`src/rtl/segscan_decoder_if.sv`:
```
// Bus bundle between the 14-segment scan monitor and its reader.
// Optional SEGSCAN_ERRCNT_EN adds the saturating error counter output.
`timescale 1ns/1ps
interface segscan_decoder_if #(
  parameter int NDIG = 12,
  parameter int SEGW = 14,
  parameter int CW   = 7
);
  logic [NDIG-1:0] sel_in;
  logic [SEGW-1:0] segm_in;
  logic [3:0]      rd_idx;
  logic [CW-1:0]   rd_char;
  logic            frame_valid;
  logic            frame_ok;
  logic            err_scan;
  logic            err_glyph;
`ifdef SEGSCAN_ERRCNT_EN
  logic [7:0]      err_cnt;

  // Driver / reader side
  modport master (
    output sel_in, segm_in, rd_idx,
    input  rd_char, frame_valid, frame_ok, err_scan, err_glyph, err_cnt
  );

  // Decoder side
  modport slave (
    input  sel_in, segm_in, rd_idx,
    output rd_char, frame_valid, frame_ok, err_scan, err_glyph, err_cnt
  );
`else
  // Driver / reader side
  modport master (
    output sel_in, segm_in, rd_idx,
    input  rd_char, frame_valid, frame_ok, err_scan, err_glyph
  );

  // Decoder side
  modport slave (
    input  sel_in, segm_in, rd_idx,
    output rd_char, frame_valid, frame_ok, err_scan, err_glyph
  );
`endif
endinterface

```
`src/rtl/segscan_decoder.sv`:
```
// segscan_decoder: monitors a multiplexed 14-segment banner scan, decodes each
// glyph back to ASCII and assembles 12-digit frames in a shadow/committed
// double buffer. Scan-order and glyph errors are flagged as 1-cycle pulses.
// Optional feature macro: SEGSCAN_ERRCNT_EN (saturating 8-bit error counter).
`timescale 1ns/1ps
module segscan_decoder #(
  parameter int NDIG = 12,
  parameter int SEGW = 14,
  parameter int CW   = 7
) (
  input  logic               clk,
  input  logic               rst_n,
  segscan_decoder_if.slave   bus
);

  localparam int IW = 4;
  localparam logic [0:0]    ST_HUNT  = 1'b0;
  localparam logic [0:0]    ST_CAPT  = 1'b1;
  localparam logic [CW-1:0] CH_SPACE = CW'(7'h20);
  localparam logic [CW-1:0] CH_QMARK = CW'(7'h3F);

  // Stage-1 sample registers
  logic [NDIG-1:0] sel_q;
  logic [SEGW-1:0] segm_q;

  // Frame tracking state
  logic [0:0]      state_q, state_d;
  logic [IW-1:0]   exp_q, exp_d;
  logic            gerr_q, gerr_d;

  // Double buffer
  logic [CW-1:0]   shadow_q [NDIG];
  logic [CW-1:0]   commit_q [NDIG];

  // Registered outputs
  logic            frame_valid_q, frame_valid_d;
  logic            frame_ok_q, frame_ok_d;
  logic            err_scan_q, err_scan_d;
  logic            err_glyph_q, err_glyph_d;

  // Stage-2 decode results
  logic [CW-1:0]   glyph_char;
  logic            glyph_bad;
  logic            sel_onehot;
  logic [IW-1:0]   sel_idx;
  logic            wr_en;
  logic            commit;

  // Stage 1: register the raw scan bus so nothing downstream sees live inputs
  always_ff @(posedge clk or negedge rst_n) begin
    if (!rst_n) begin
      sel_q  <= '0;
      segm_q <= '0;
    end else begin
      sel_q  <= bus.sel_in;
      segm_q <= bus.segm_in;
    end
  end

  // Glyph lookup: segment pattern back to ASCII, '?' for anything unknown
  always_comb begin
    logic [6:0] g;
    g         = 7'h3F;
    glyph_bad = 1'b0;
    case (segm_q)
      14'b00000000000000: g = 7'h20;
      14'b11101111000000: g = 7'h41; // A
      14'b11110001010010: g = 7'h42; // B
      14'b10011100000000: g = 7'h43; // C
      14'b11110000010010: g = 7'h44; // D
      14'b10011110000000: g = 7'h45; // E
      14'b10001110000000: g = 7'h46; // F
      14'b01101111000000: g = 7'h48; // H
      14'b10010000010010: g = 7'h49; // I
      14'b01111000000000: g = 7'h4A; // J
      14'b00011100000000: g = 7'h4C; // L
      14'b11001111000000: g = 7'h50; // P
      14'b11001111000100: g = 7'h52; // R
      14'b10000000010010: g = 7'h54; // T
      14'b01111100000000: g = 7'h55; // U
      default:            glyph_bad = 1'b1;
    endcase
    glyph_char = glyph_bad ? CH_QMARK : CW'(g);
  end

  // Digit select checks: one-hot test and binary index of the set bit
  always_comb begin
    sel_onehot = (sel_q != '0) && ((sel_q & (sel_q - NDIG'(1))) == '0);
    sel_idx    = '0;
    for (int i = 0; i < NDIG; i++) begin
      if (sel_q[i]) sel_idx = IW'(i);
    end
  end

  // Scan-order FSM: decides capture, commit and error pulses for this sample
  always_comb begin
    state_d     = state_q;
    exp_d       = exp_q;
    gerr_d      = gerr_q;
    wr_en       = 1'b0;
    commit      = 1'b0;
    err_scan_d  = 1'b0;
    err_glyph_d = 1'b0;
    frame_ok_d  = frame_ok_q;

    // sel == 0 is a blanking slot: nothing moves
    if (sel_q != '0) begin
      case (state_q)
        ST_HUNT: begin
          if (!sel_onehot)          err_scan_d = 1'b1;
          else if (sel_idx == '0)   wr_en      = 1'b1;
        end
        default: begin
          if (sel_onehot && sel_idx == exp_q) begin
            wr_en = 1'b1;
          end else begin
            // Partial frame is abandoned; the offending sample is not reused
            err_scan_d = 1'b1;
            state_d    = ST_HUNT;
            exp_d      = '0;
            gerr_d     = 1'b0;
          end
        end
      endcase
    end

    if (wr_en) begin
      err_glyph_d = glyph_bad;
      // Digit 1 opens a fresh frame, so its glyph status restarts the flag
      gerr_d      = (sel_idx == '0) ? glyph_bad : (gerr_q | glyph_bad);
      state_d     = ST_CAPT;
      if (sel_idx == IW'(NDIG - 1)) begin
        commit     = 1'b1;
        exp_d      = '0;
        frame_ok_d = ~gerr_d;
      end else begin
        exp_d = sel_idx + IW'(1);
      end
    end

    frame_valid_d = commit;
  end

  // FSM state, per-frame glyph flag and output pulse registers
  always_ff @(posedge clk or negedge rst_n) begin
    if (!rst_n) begin
      state_q       <= ST_HUNT;
      exp_q         <= '0;
      gerr_q        <= 1'b0;
      frame_valid_q <= 1'b0;
      frame_ok_q    <= 1'b0;
      err_scan_q    <= 1'b0;
      err_glyph_q   <= 1'b0;
    end else begin
      state_q       <= state_d;
      exp_q         <= exp_d;
      gerr_q        <= gerr_d;
      frame_valid_q <= frame_valid_d;
      frame_ok_q    <= frame_ok_d;
      err_scan_q    <= err_scan_d;
      err_glyph_q   <= err_glyph_d;
    end
  end

  // Double buffer: shadow fills digit by digit, committed copy swaps in whole
  always_ff @(posedge clk or negedge rst_n) begin
    if (!rst_n) begin
      for (int i = 0; i < NDIG; i++) begin
        shadow_q[i] <= CH_SPACE;
        commit_q[i] <= CH_SPACE;
      end
    end else begin
      for (int i = 0; i < NDIG; i++) begin
        if (wr_en && sel_idx == IW'(i)) shadow_q[i] <= glyph_char;
        // The last digit goes straight into the committed copy with the rest
        if (commit) commit_q[i] <= (i == NDIG - 1) ? glyph_char : shadow_q[i];
      end
    end
  end

  assign bus.rd_char     = (bus.rd_idx < IW'(NDIG)) ? commit_q[bus.rd_idx] : CH_SPACE;
  assign bus.frame_valid = frame_valid_q;
  assign bus.frame_ok    = frame_ok_q;
  assign bus.err_scan    = err_scan_q;
  assign bus.err_glyph   = err_glyph_q;

`ifdef SEGSCAN_ERRCNT_EN
  logic [7:0] err_cnt_q, err_cnt_d;

  // Saturating count of cycles carrying any error pulse
  always_comb begin
    err_cnt_d = err_cnt_q;
    if ((err_scan_d || err_glyph_d) && err_cnt_q != 8'hFF) err_cnt_d = err_cnt_q + 8'd1;
  end

  // Error counter register
  always_ff @(posedge clk or negedge rst_n) begin
    if (!rst_n) err_cnt_q <= 8'h00;
    else        err_cnt_q <= err_cnt_d;
  end

  assign bus.err_cnt = err_cnt_q;
`endif

endmodule

```
`src/flat_wrapper.sv`:
```
// flat-port wrapper written by rule: the top's interface ports become plain ports
module segscan_decoder_flat 
#(
  parameter int NDIG = 12,
  parameter int SEGW = 14,
  parameter int CW   = 7
)
  (clk, rst_n, bus_sel_in, bus_segm_in, bus_rd_idx, bus_rd_char, bus_frame_valid, bus_frame_ok, bus_err_scan, bus_err_glyph);
  segscan_decoder_if #(.NDIG(NDIG), .SEGW(SEGW), .CW(CW)) bus_i ();
  input  logic clk;
  input  logic rst_n;
  input wire logic [$bits(bus_i.sel_in)-1:0] bus_sel_in;
  input wire logic [$bits(bus_i.segm_in)-1:0] bus_segm_in;
  input wire logic [$bits(bus_i.rd_idx)-1:0] bus_rd_idx;
  output wire logic [$bits(bus_i.rd_char)-1:0] bus_rd_char;
  output wire logic [$bits(bus_i.frame_valid)-1:0] bus_frame_valid;
  output wire logic [$bits(bus_i.frame_ok)-1:0] bus_frame_ok;
  output wire logic [$bits(bus_i.err_scan)-1:0] bus_err_scan;
  output wire logic [$bits(bus_i.err_glyph)-1:0] bus_err_glyph;
  assign bus_i.sel_in = bus_sel_in;
  assign bus_i.segm_in = bus_segm_in;
  assign bus_i.rd_idx = bus_rd_idx;
  assign bus_rd_char = bus_i.rd_char;
  assign bus_frame_valid = bus_i.frame_valid;
  assign bus_frame_ok = bus_i.frame_ok;
  assign bus_err_scan = bus_i.err_scan;
  assign bus_err_glyph = bus_i.err_glyph;
  segscan_decoder #(.NDIG(NDIG), .SEGW(SEGW), .CW(CW)) u_core (.clk(clk), .rst_n(rst_n), .bus(bus_i));
endmodule
```
`config.mk`:
```
export PLATFORM = sky130hd
export DESIGN_NAME = segscan_decoder_flat
export DESIGN_NICKNAME = d
export VERILOG_FILES = /design/src/rtl/segscan_decoder_if.sv /design/src/rtl/segscan_decoder.sv /design/src/flat_wrapper.sv
export SDC_FILE = /design/constraint.sdc
export NUM_CORES = 1
export LEC_CHECK = 0
export ABC_AREA = 1
export BUFFER_PORTS_ARGS = -buffer_cell sky130_fd_sc_hd__buf_2
export CAP_MARGIN = 25
export CELL_PAD_IN_SITES_DETAIL_PLACEMENT = 0
export CELL_PAD_IN_SITES_GLOBAL_PLACEMENT = 1
export CORE_ASPECT_RATIO = 0.7
export CORE_UTILIZATION = 48
export CTS_BUF_LIST = sky130_fd_sc_hd__clkbuf_2
export CTS_CLUSTER_SIZE = 10
export DETAILED_ROUTE_END_ITERATION = 10
export PLACE_DENSITY = 0.91
export SYNTH_ARGS = -nofsm -noshare
export SYNTH_HDL_FRONTEND = slang
export SYNTH_SLANG_ARGS = --single-unit
```
`constraint.sdc`:
```
create_clock -name clk -period 2.75 [get_ports clk]
set_input_delay 0.55 -clock clk [delete_from_list [all_inputs] [get_ports clk]]
set_output_delay 0.55 -clock clk [all_outputs]
set_load 0.02 [all_outputs]
```
==> results_tabular.tex, run 1 <==
\begin{tabular}{lr}
\hline
Metric & Value \\
\hline
\multicolumn{2}{l}{\textbf{Floorplanning}} \\
Core ar. & 18260 sq um \\
Floorplan die area & 19530 sq um \\
Standard-cell row count & 41 \\
Initial core utilization & 49.84\% \\
Chip Width & approximately 170 um \\
Vertical die dimension & 117.2 um \\
I/O pin cnt & 43 \\
\multicolumn{2}{l}{\textbf{Yosys}} \\
Portion of netlist area occupied by mux cells & 0\% \\
Share of synthesized flip-flops with an asynchronous set or reset & 100.0\% \\
Post-synth top flop & dfrtp\_1 \\
Xor and xnor area share after synthesis & 0\% \\
Number of instances in the synthesized netlist & about 1100 \\
Syn avg cell area & 7.985 sq um \\
Adder-cell share of the synthesized area & less than 1\% \\
Synth Area in Compound Gates & 4.935\% \\
Sequential fraction of the synthesis area & between 50\% and 60\% \\
Number of distinct library cells after synthesis & 34 \\
Synthesis-stage register bit count & 197 \\
Ys Warns & 0 \\
Simple-gate share of the synthesized area & roughly 34\% \\
Post-synth EDFFs & 0 \\
Main combinational cell family by area after synthesis & simple AND/OR/NAND/NOR gates \\
Mapped Area & 9102 sq um \\
Total nets after synthesis & 1176 \\
\multicolumn{2}{l}{\textbf{Worst setup path}} \\
R2R Path End & u\_core.commit\_q[68]\$\_DFFE\_PN1P\_ \\
Largest incremental delay on the critical path & 450 ps \\
CP Max Fanout & 2 \\
Critical path endpoint & bus\_rd\_char[0] \\
CP dominant cell by count & nor2\_1 \\
CP Data Arrival Time & 2200 ps \\
Data required time of the worst path & approximately 2200 ps \\
Launching point of the worst reg2reg path & u\_core.sel\_q[3]\$\_DFF\_PN0\_ \\
Cell-by-cell listing of the critical path & nor2\_1, nor2\_1, o21ai\_1, a21oi\_2, nor2\_1, a31oi\_1, buf\_4 \\
Launching instance or port of the critical path & u\_core.commit\_q[14]\$\_DFFE\_PN0P\_ \\
Startpoint type of the worst setup path & flop \\
Critical path capture point type & primary output \\
Reg-to-reg slack, setup & 300 ps \\
Logic depth of the worst register-to-register path & 20 \\
Crit-path slowest cell & dfrtp\_1 \\
Setup CP Type & flop to primary output \\
\multicolumn{2}{l}{\textbf{Placement}} \\
Count of placed standard cells including taps & 1397 \\
Final RePlAce weighted congestion & 0.8621 \\
Post-Place Worst Slack & between 70 and 80 ps \\
Input/output buffers & 42 \\
DP Wirelength & 15810 um \\
\multicolumn{2}{l}{\textbf{STA}} \\
Hold slack & 274.9 ps \\
Slew at the pin closest to its max-slew limit & between 600 and 700 ps \\
Endpoints failing setup & 1 \\
Setup repair after global routing missed its margin & true \\
Share of the clock period used by the worst path after layout & 100.0\% \\
Skew final & 39.75 ps \\
Least setup slack across all paths after layout & -0.7663 ps \\
Final count of pins violating max slew & 0 \\
Worst max-slew margin expressed relative to the limit & about 56\% \\
Final critical path time including I/O delays and setup & 2751 ps \\
Final hold violation count & 0 \\
Maximum frequency from static timing analysis & approximately 360 MHz \\
\multicolumn{2}{l}{\textbf{Layout}} \\
Leading cell types in the layout, fill and taps excluded & 420 x nand2\_1, 182 x nand3\_1, 174 x dfrtp\_1, 107 x nor2\_1, 41 x buf\_4 \\
Antenna fix cells & 0 \\
Final-stage net count & 1253 \\
Area of the multi-input gates & $\sim$3700 sq um \\
Area taken by flip-flops and latches & 4959 sq um \\
Leading cell type in the layout, fill and taps excluded & nand2\_1 \\
Number of filler cells placed in the layout & 1724 \\
Share of cells above drive strength 1 & 14.63\% \\
Non-filler cells in the finished layout & 1466 \\
Area growth syn-to-layout & 14.80\% \\
\multicolumn{2}{l}{\textbf{Power and ir drop}} \\
Total power divided by cell area & 456.6 nW/um\^{}2 \\
Part of the total power dissipated in sequential elements & 61.8\% \\
Peak VDD IR & 0.1847 mV \\
Clock power share & between 20 and 30\% \\
Internal power & 3417 uW \\
P\_sw & 1355 uW \\
Net Sw Frac & roughly 28\% \\
Combinational share of power & 8.4\% \\
Static leakage & 0.005542 uW \\
\multicolumn{2}{l}{\textbf{Global route}} \\
Aggregate global-route resource usage & 25.97\% \\
Wire length of the first global-routing pass & approximately 39000 um \\
Number of global-route vias before repair & slightly above 7000 \\
Maximum number of pins on one net before global-route repair & 88 \\
Number of antenna violations at the first check in global routing & 0 \\
Final global-route overflow total & 0 \\
\multicolumn{2}{l}{\textbf{Clocking}} \\
Clk Tree Root Cell & clkbuf\_2 \\
Deepest level of the CTS H-tree & 4 \\
Clock Sinks & 197 \\
Maximum root-to-sink buffer count & 2 \\
CTS tree & yes \\
Reg clk slew, reported paths & 310 ps \\
Number of buffers created by CTS & 17 \\
Clock Latency Late Sink & 790 ps \\
\multicolumn{2}{l}{\textbf{Job}} \\
Count of max-cap constraint violations & 0 \\
\multicolumn{2}{l}{\textbf{Run status}} \\
Status & finished, violations left \\
Failing checks & DRC, setup timing \\
\multicolumn{2}{l}{\textbf{Drt}} \\
Initial DRC Count & 972 \\
Routed vias/inst & 5.416 \\
Post-Route WL & 25290 um \\
Per-cell routed wire length & 17.25 um \\
Number of remaining DRC errors & 4 \\
Total vias in the final route & 7940 \\
Detailed-routing iteration count for the pre-antenna-repair pass & 10 \\
Post-DRT Antenna Nets & 0 \\
\multicolumn{2}{l}{\textbf{Hold path}} \\
Class of the worst hold path & primary input to async pin \\
\hline
\end{tabular}
## critical path, delay by kind of cell (launching register included)
kind | cells | cell delay (ps)
DFF | 1 | 450
AOI/OAI and AO/OA | 3 | 570
and+or+nand+nor | 3 | 230
buffers and inverters | 1 | 190
## power by group through the flow
stage	combinational [uW]	sequential (uW)	clock (uW)
3_5_place_dp	356	2990	0
2_1_floorplan	180	2990	0
4_1_cts	390	2950	1450
5_1_grt	443	2950	1580
6_report	399	2950	1420
3_3_place_gp	354	2990	0
## layout make-up
type / instances / area share [%]
Clock buffer: 17 / 0.8142
Sequential cell: 197 / 47.45
Inverter: 48 / 1.784
Tap cell: 236 / 2.826
Clock inverter: 15 / 1.413
Timing Repair Buffer: 117 / 10.27
Multi-Input combinational cell: 836 / 35.44
## worst min-delay path by stage
stage                     cells past startpoint                               to  slack (ps)
after floorplan                               0   u_core.bus.err_glyph$_DFF_PN0_         250
after global placement                        2   u_core.commit_q[6]$_DFFE_PN0P_         450
after detailed placement                      2  u_core.commit_q[38]$_DFFE_PN0P_         450
after CTS                                     2  u_core.commit_q[59]$_DFFE_PN0P_         280
after global routing                          2       u_core.segm_q[5]$_DFF_PN0_         250
final                                         2       u_core.segm_q[4]$_DFF_PN0_         270
## cell usage after synthesis (5+ instances only)
cell type	instances	share of area, %
dfrtp_1	174	48
buf_4	12	0.99
inv_2	5	0.21
a21oi_1	17	0.93
inv_1	41	1.7
o21ai_0	44	2.4
nand3_1	182	10
nor2_1	108	4.5
dfstp_2	23	6.6
nand2_1	429	18
nor3_1	11	0.60
o22ai_1	10	0.69
buf_6	6	0.74
clkbuf_1	29	1.2
buf_2	12	0.66
## cell families (layout without fill, tap and decap cells)
logic type                 count (synthesis)  count (layout)
and+or+nand+nor                          750             750
adders and majority gates                  4               4
buffers and inverters                    107             197
AOI/OAI and AO/OA                         82              82
DFF                                      197             197
## stage by stage
stage	total power, uW	TNS, ps	util (%)	instance area, sq um
3_3_place_gp	3345	0	53.05	9688
5_1_grt	4973	-652.0	57.22	10450
4_1_cts	4782	-4.265	55.95	10220
6_report	4771	-0.7663	57.22	10450
2_1_floorplan	3168	0	-	9102
3_5_place_dp	3347	0	53.05	9688
## routing by layer
layer	wire length, um	up-vias	part of all wire (%)	track usage [%]
met5	0	-	0	0
met2	10330	307	41	35.43
met4	183	0	0.72	5.370
met3	2304	14	9.1	6.960
met1	12470	3788	49	40.65
li1	-	3831	-	-
## sequential cells by signal (all words and copies together) (netlist names)
register                cells
u_core.commit_q            84
u_core.shadow_q            77
u_core.sel_q               12
u_core.bus.err_scan         1
u_core.bus.frame_valid      1
u_core.exp_q                4
u_core.segm_q              14
u_core.bus.frame_ok         1
u_core.bus.err_glyph        1
u_core.state_q              1
u_core.gerr_q               1
## repair_timing
| item | in CTS | in global routing |
|---|---|---|
| hold endpoints to repair | 95 | 0 |
| resized for setup | 7 | 25 |
| setup buffers | 0 | 4 |
| pin swaps | 0 | 8 |
| hold buffers | 27 | 0 |
| endpoints found under the setup margin | 6 | 169 |
| cloned | 0 | 6 |
Note: power is estimated with default switching activity, not from simulation.
==> run 2, diff against run 1 <==
--- a/config.mk
+++ b/config.mk
@@ -12,7 +12,7 @@
 export CELL_PAD_IN_SITES_GLOBAL_PLACEMENT = 1
 export CORE_ASPECT_RATIO = 0.7
 export CORE_UTILIZATION = 48
-export CTS_BUF_LIST = sky130_fd_sc_hd__clkbuf_2
+export CTS_BUF_LIST = sky130_fd_sc_hd__clkbuf_2 sky130_fd_sc_hd__clkbuf_4 sky130_fd_sc_hd__clkbuf_8
 export CTS_CLUSTER_SIZE = 10
 export DETAILED_ROUTE_END_ITERATION = 10
 export PLACE_DENSITY = 0.91
==> run 2 against run 1 <==
Against the previous run:
- the run ends with DRC left
- sequential share of layout area is 0.73 points higher
- sequential cell count stayed put
- sequential power hardly changed
- count of clock-buffer cells in the layout stayed put
- maximum frequency is 2.7% higher
==> results_tabular.tex, run 2 (same netlist as run 1, synthesis figures left out) <==
\begin{tabular}{lr}
\hline
Metric & Value \\
\hline
\multicolumn{2}{l}{\textbf{Run status}} \\
Status & finished, violations left (unchanged) \\
Failing checks & DRC (was DRC, setup timing) \\
\multicolumn{2}{l}{\textbf{Drt}} \\
Total vias in the final route & 7954 (was 7940) \\
Number of remaining DRC errors & 5 (was 4) \\
Detailed-routing iteration count for the pre-antenna-repair pass & 8 (was 10) \\
Routed vias/inst & 5.527 (was 5.416) \\
Per-cell routed wire length & 17.69 um (was 17.25 um) \\
Post-Route WL & 25460 um (was 25290 um) \\
Initial DRC Count & 1046 (was 972) \\
Post-DRT Antenna Nets & 0 (unchanged) \\
\multicolumn{2}{l}{\textbf{Worst setup path}} \\
Logic depth of the worst register-to-register path & 20 (unchanged) \\
Startpoint type of the worst setup path & primary input (was flop) \\
Critical path capture point type & primary output (unchanged) \\
Reg-to-reg slack, setup & 300 ps (about the same) \\
Launching point of the worst reg2reg path & u\_core.sel\_q[3]\$\_DFF\_PN0\_ (unchanged) \\
CP Data Arrival Time & 2130 ps (was 2200 ps) \\
Setup CP Type & primary input to primary output (was flop to primary output) \\
Data required time of the worst path & 2200 ps (about the same) \\
CP Max Fanout & 12 (was 2) \\
R2R Path End & u\_core.shadow\_q[41]\$\_DFFE\_PN0P\_ (was u\_core.commit\_q[68]\$\_DFFE\_PN1P\_) \\
\multicolumn{2}{l}{\textbf{Layout}} \\
Share of cells above drive strength 1 & 14.63\% (about the same) \\
Largest regs & u\_core.commit\_q x84, u\_core.shadow\_q x77, u\_core.segm\_q x14 (unchanged) \\
Largest reg by FF count & u\_core.commit\_q (unchanged) \\
Antenna fix cells & 0 (unchanged) \\
Leading cell types in the layout, fill and taps excluded & 417 x nand2\_1, 182 x nand3\_1, 174 x dfrtp\_1, 107 x nor2\_1, 44 x o21ai\_0 (was 420 x nand2\_1, 182 x nand3\_1, 174 x dfrtp\_1, 107 x nor2\_1, 41 x buf\_4) \\
Max reg flops & 84 (unchanged) \\
Leading cell type in the layout, fill and taps excluded & nand2\_1 (unchanged) \\
Final-stage net count & 1226 (was 1253) \\
Number of filler cells placed in the layout & 1723 (was 1724) \\
Area growth syn-to-layout & 13.06\% (was 14.80\%) \\
\multicolumn{2}{l}{\textbf{Placement}} \\
DP Wirelength & 15810 um (unchanged) \\
Input/output buffers & 42 (unchanged) \\
Post-Place Worst Slack & 78.05 ps (unchanged) \\
Final RePlAce weighted congestion & 0.8621 (unchanged) \\
\multicolumn{2}{l}{\textbf{Clocking}} \\
Maximum root-to-sink buffer count & 2 (unchanged) \\
CTS tree & yes (unchanged) \\
Number of buffers created by CTS & 17 (unchanged) \\
Reg clk slew, reported paths & 100 ps (was 310 ps) \\
Clk Tree Root Cell & clkbuf\_8 (was clkbuf\_2) \\
Deepest level of the CTS H-tree & 4 (unchanged) \\
Clock Latency Late Sink & 490 ps (was 790 ps) \\
Clock Sinks & 197 (unchanged) \\
\multicolumn{2}{l}{\textbf{Global route}} \\
Aggregate global-route resource usage & 25.75\% (was 25.97\%) \\
Number of antenna violations at the first check in global routing & 0 (unchanged) \\
Maximum number of pins on one net before global-route repair & 88 (unchanged) \\
Wire length of the first global-routing pass & 38360 um (was 38780 um) \\
Final global-route overflow total & 0 (unchanged) \\
Number of global-route vias before repair & 7026 (was 7164) \\
\multicolumn{2}{l}{\textbf{Power and ir drop}} \\
Static leakage & 0.005474 uW (was 0.005542 uW) \\
Peak VDD IR & 0.2511 mV (was 0.1847 mV) \\
Total power divided by cell area & 500.8 nW/um\^{}2 (was 456.6 nW/um\^{}2) \\
Total power draw & 5153 uW (was 4771 uW) \\
\multicolumn{2}{l}{\textbf{STA}} \\
Least setup slack across all paths after layout & 71.00 ps (was -0.7663 ps) \\
Worst max-slew margin expressed relative to the limit & 52.98\% (was 55.78\%) \\
Final count of pins violating max slew & 0 (unchanged) \\
Slew at the pin closest to its max-slew limit & 702.6 ps (was 662.5 ps) \\
Final hold violation count & 0 (unchanged) \\
Share of the clock period used by the worst path after layout & 97.42\% (was 100.0\%) \\
Setup repair after global routing missed its margin & false (was true) \\
Sum Neg Setup Slack & 0 ps (was -0.7663 ps) \\
Final critical path time including I/O delays and setup & 2679 ps (was 2751 ps) \\
Endpoints failing setup & 0 (was 1) \\
Skew final & 16.28 ps (was 39.75 ps) \\
Maximum frequency from static timing analysis & 373.3 MHz (was 363.5 MHz) \\
\multicolumn{2}{l}{\textbf{Floorplanning}} \\
Initial core utilization & 49.84\% (unchanged) \\
Vertical die dimension & 117.2 um (unchanged) \\
Standard-cell row count & 41 (unchanged) \\
Floorplan die area & 19530 sq um (unchanged) \\
I/O pin cnt & 43 (unchanged) \\
Chip Width & 166.6 um (unchanged) \\
Core ar. & 18260 sq um (unchanged) \\
\multicolumn{2}{l}{\textbf{Job}} \\
Count of max-cap constraint violations & 0 (unchanged) \\
\multicolumn{2}{l}{\textbf{Hold path}} \\
Class of the worst hold path & primary input to async pin (unchanged) \\
\hline
\end{tabular}
## run 2: critical path: stages
cell,delay (ps)
buf_2,140
clkinvlp_4,290
nor2_1,180
o21ai_0,90
a21oi_1,360
nor2_1,90
a31oi_1,220
buf_2,210
## run 2: what timing repair did
action                                  CTS  global route
resized for setup                         0            17
buffers inserted                          0             3
hold buffers                              0             0
endpoints found under the setup margin    0           166
## run 2: final cells by class
cell class                 count  area [sq um]  share of cell area (%)
sequential                   197          4959                   48.18
inverter                      48         186.4                   1.812
multi-input combinational    836          3682                   35.78
clock buffer                  17         234.0                   2.274
clock inverter                15         147.6                   1.435
timing repair inverter         1         5.005                 0.04863
tap                          236         295.3                   2.869
timing repair buffer          89         782.0                   7.599
## run 2: worst max path at each step
| stage | from | end | slack [ps] |
|---|---|---|---|
| after floorplan | bus_rd_idx[1] | bus_rd_char[0] | 410 |
| final | bus_rd_idx[1] | bus_rd_char[0] | 70 |
| after detailed placement | bus_rd_idx[1] | bus_rd_char[0] | 80 |
| after global routing | u_core.sel_q[2]$_DFF_PN0_ | u_core.shadow_q[41]$_DFFE_PN0P_ | 10 |
| after CTS | bus_rd_idx[1] | bus_rd_char[0] | 80 |
| after global placement | bus_rd_idx[1] | bus_rd_char[1] | 90 |
## run 2: through the flow
step           hold slack, ps  instances  utilization [%]  instance area [sq um]
3_5_place_dp            454.1       1397            53.05                   9688
4_1_cts                 103.3       1429            55.14                  10070
3_3_place_gp            448.9       1397            53.05                   9688
2_1_floorplan           254.4       1140                -                   9102
6_report                71.64       1439            56.35                  10290
5_1_grt                 123.1       1439            56.35                  10290
## run 2: report_power, final
part / switching (uW) / total (uW) / internal [uW]
clock network: 1110 / 1860 / 742
registers: 19.7 / 2940 / 2920
logic: 260 / 362 / 102
## run 2: metal layers
metal | vias up | routed length, um | track usage [%]
met2 | 345 | 10140 | 34.65
met3 | 23 | 2409 | 6.456
met4 | 0 | 300 | 6.481
li1 | 3783 | - | -
met5 | - | 0 | 0
met1 | 3803 | 12610 | 40.56
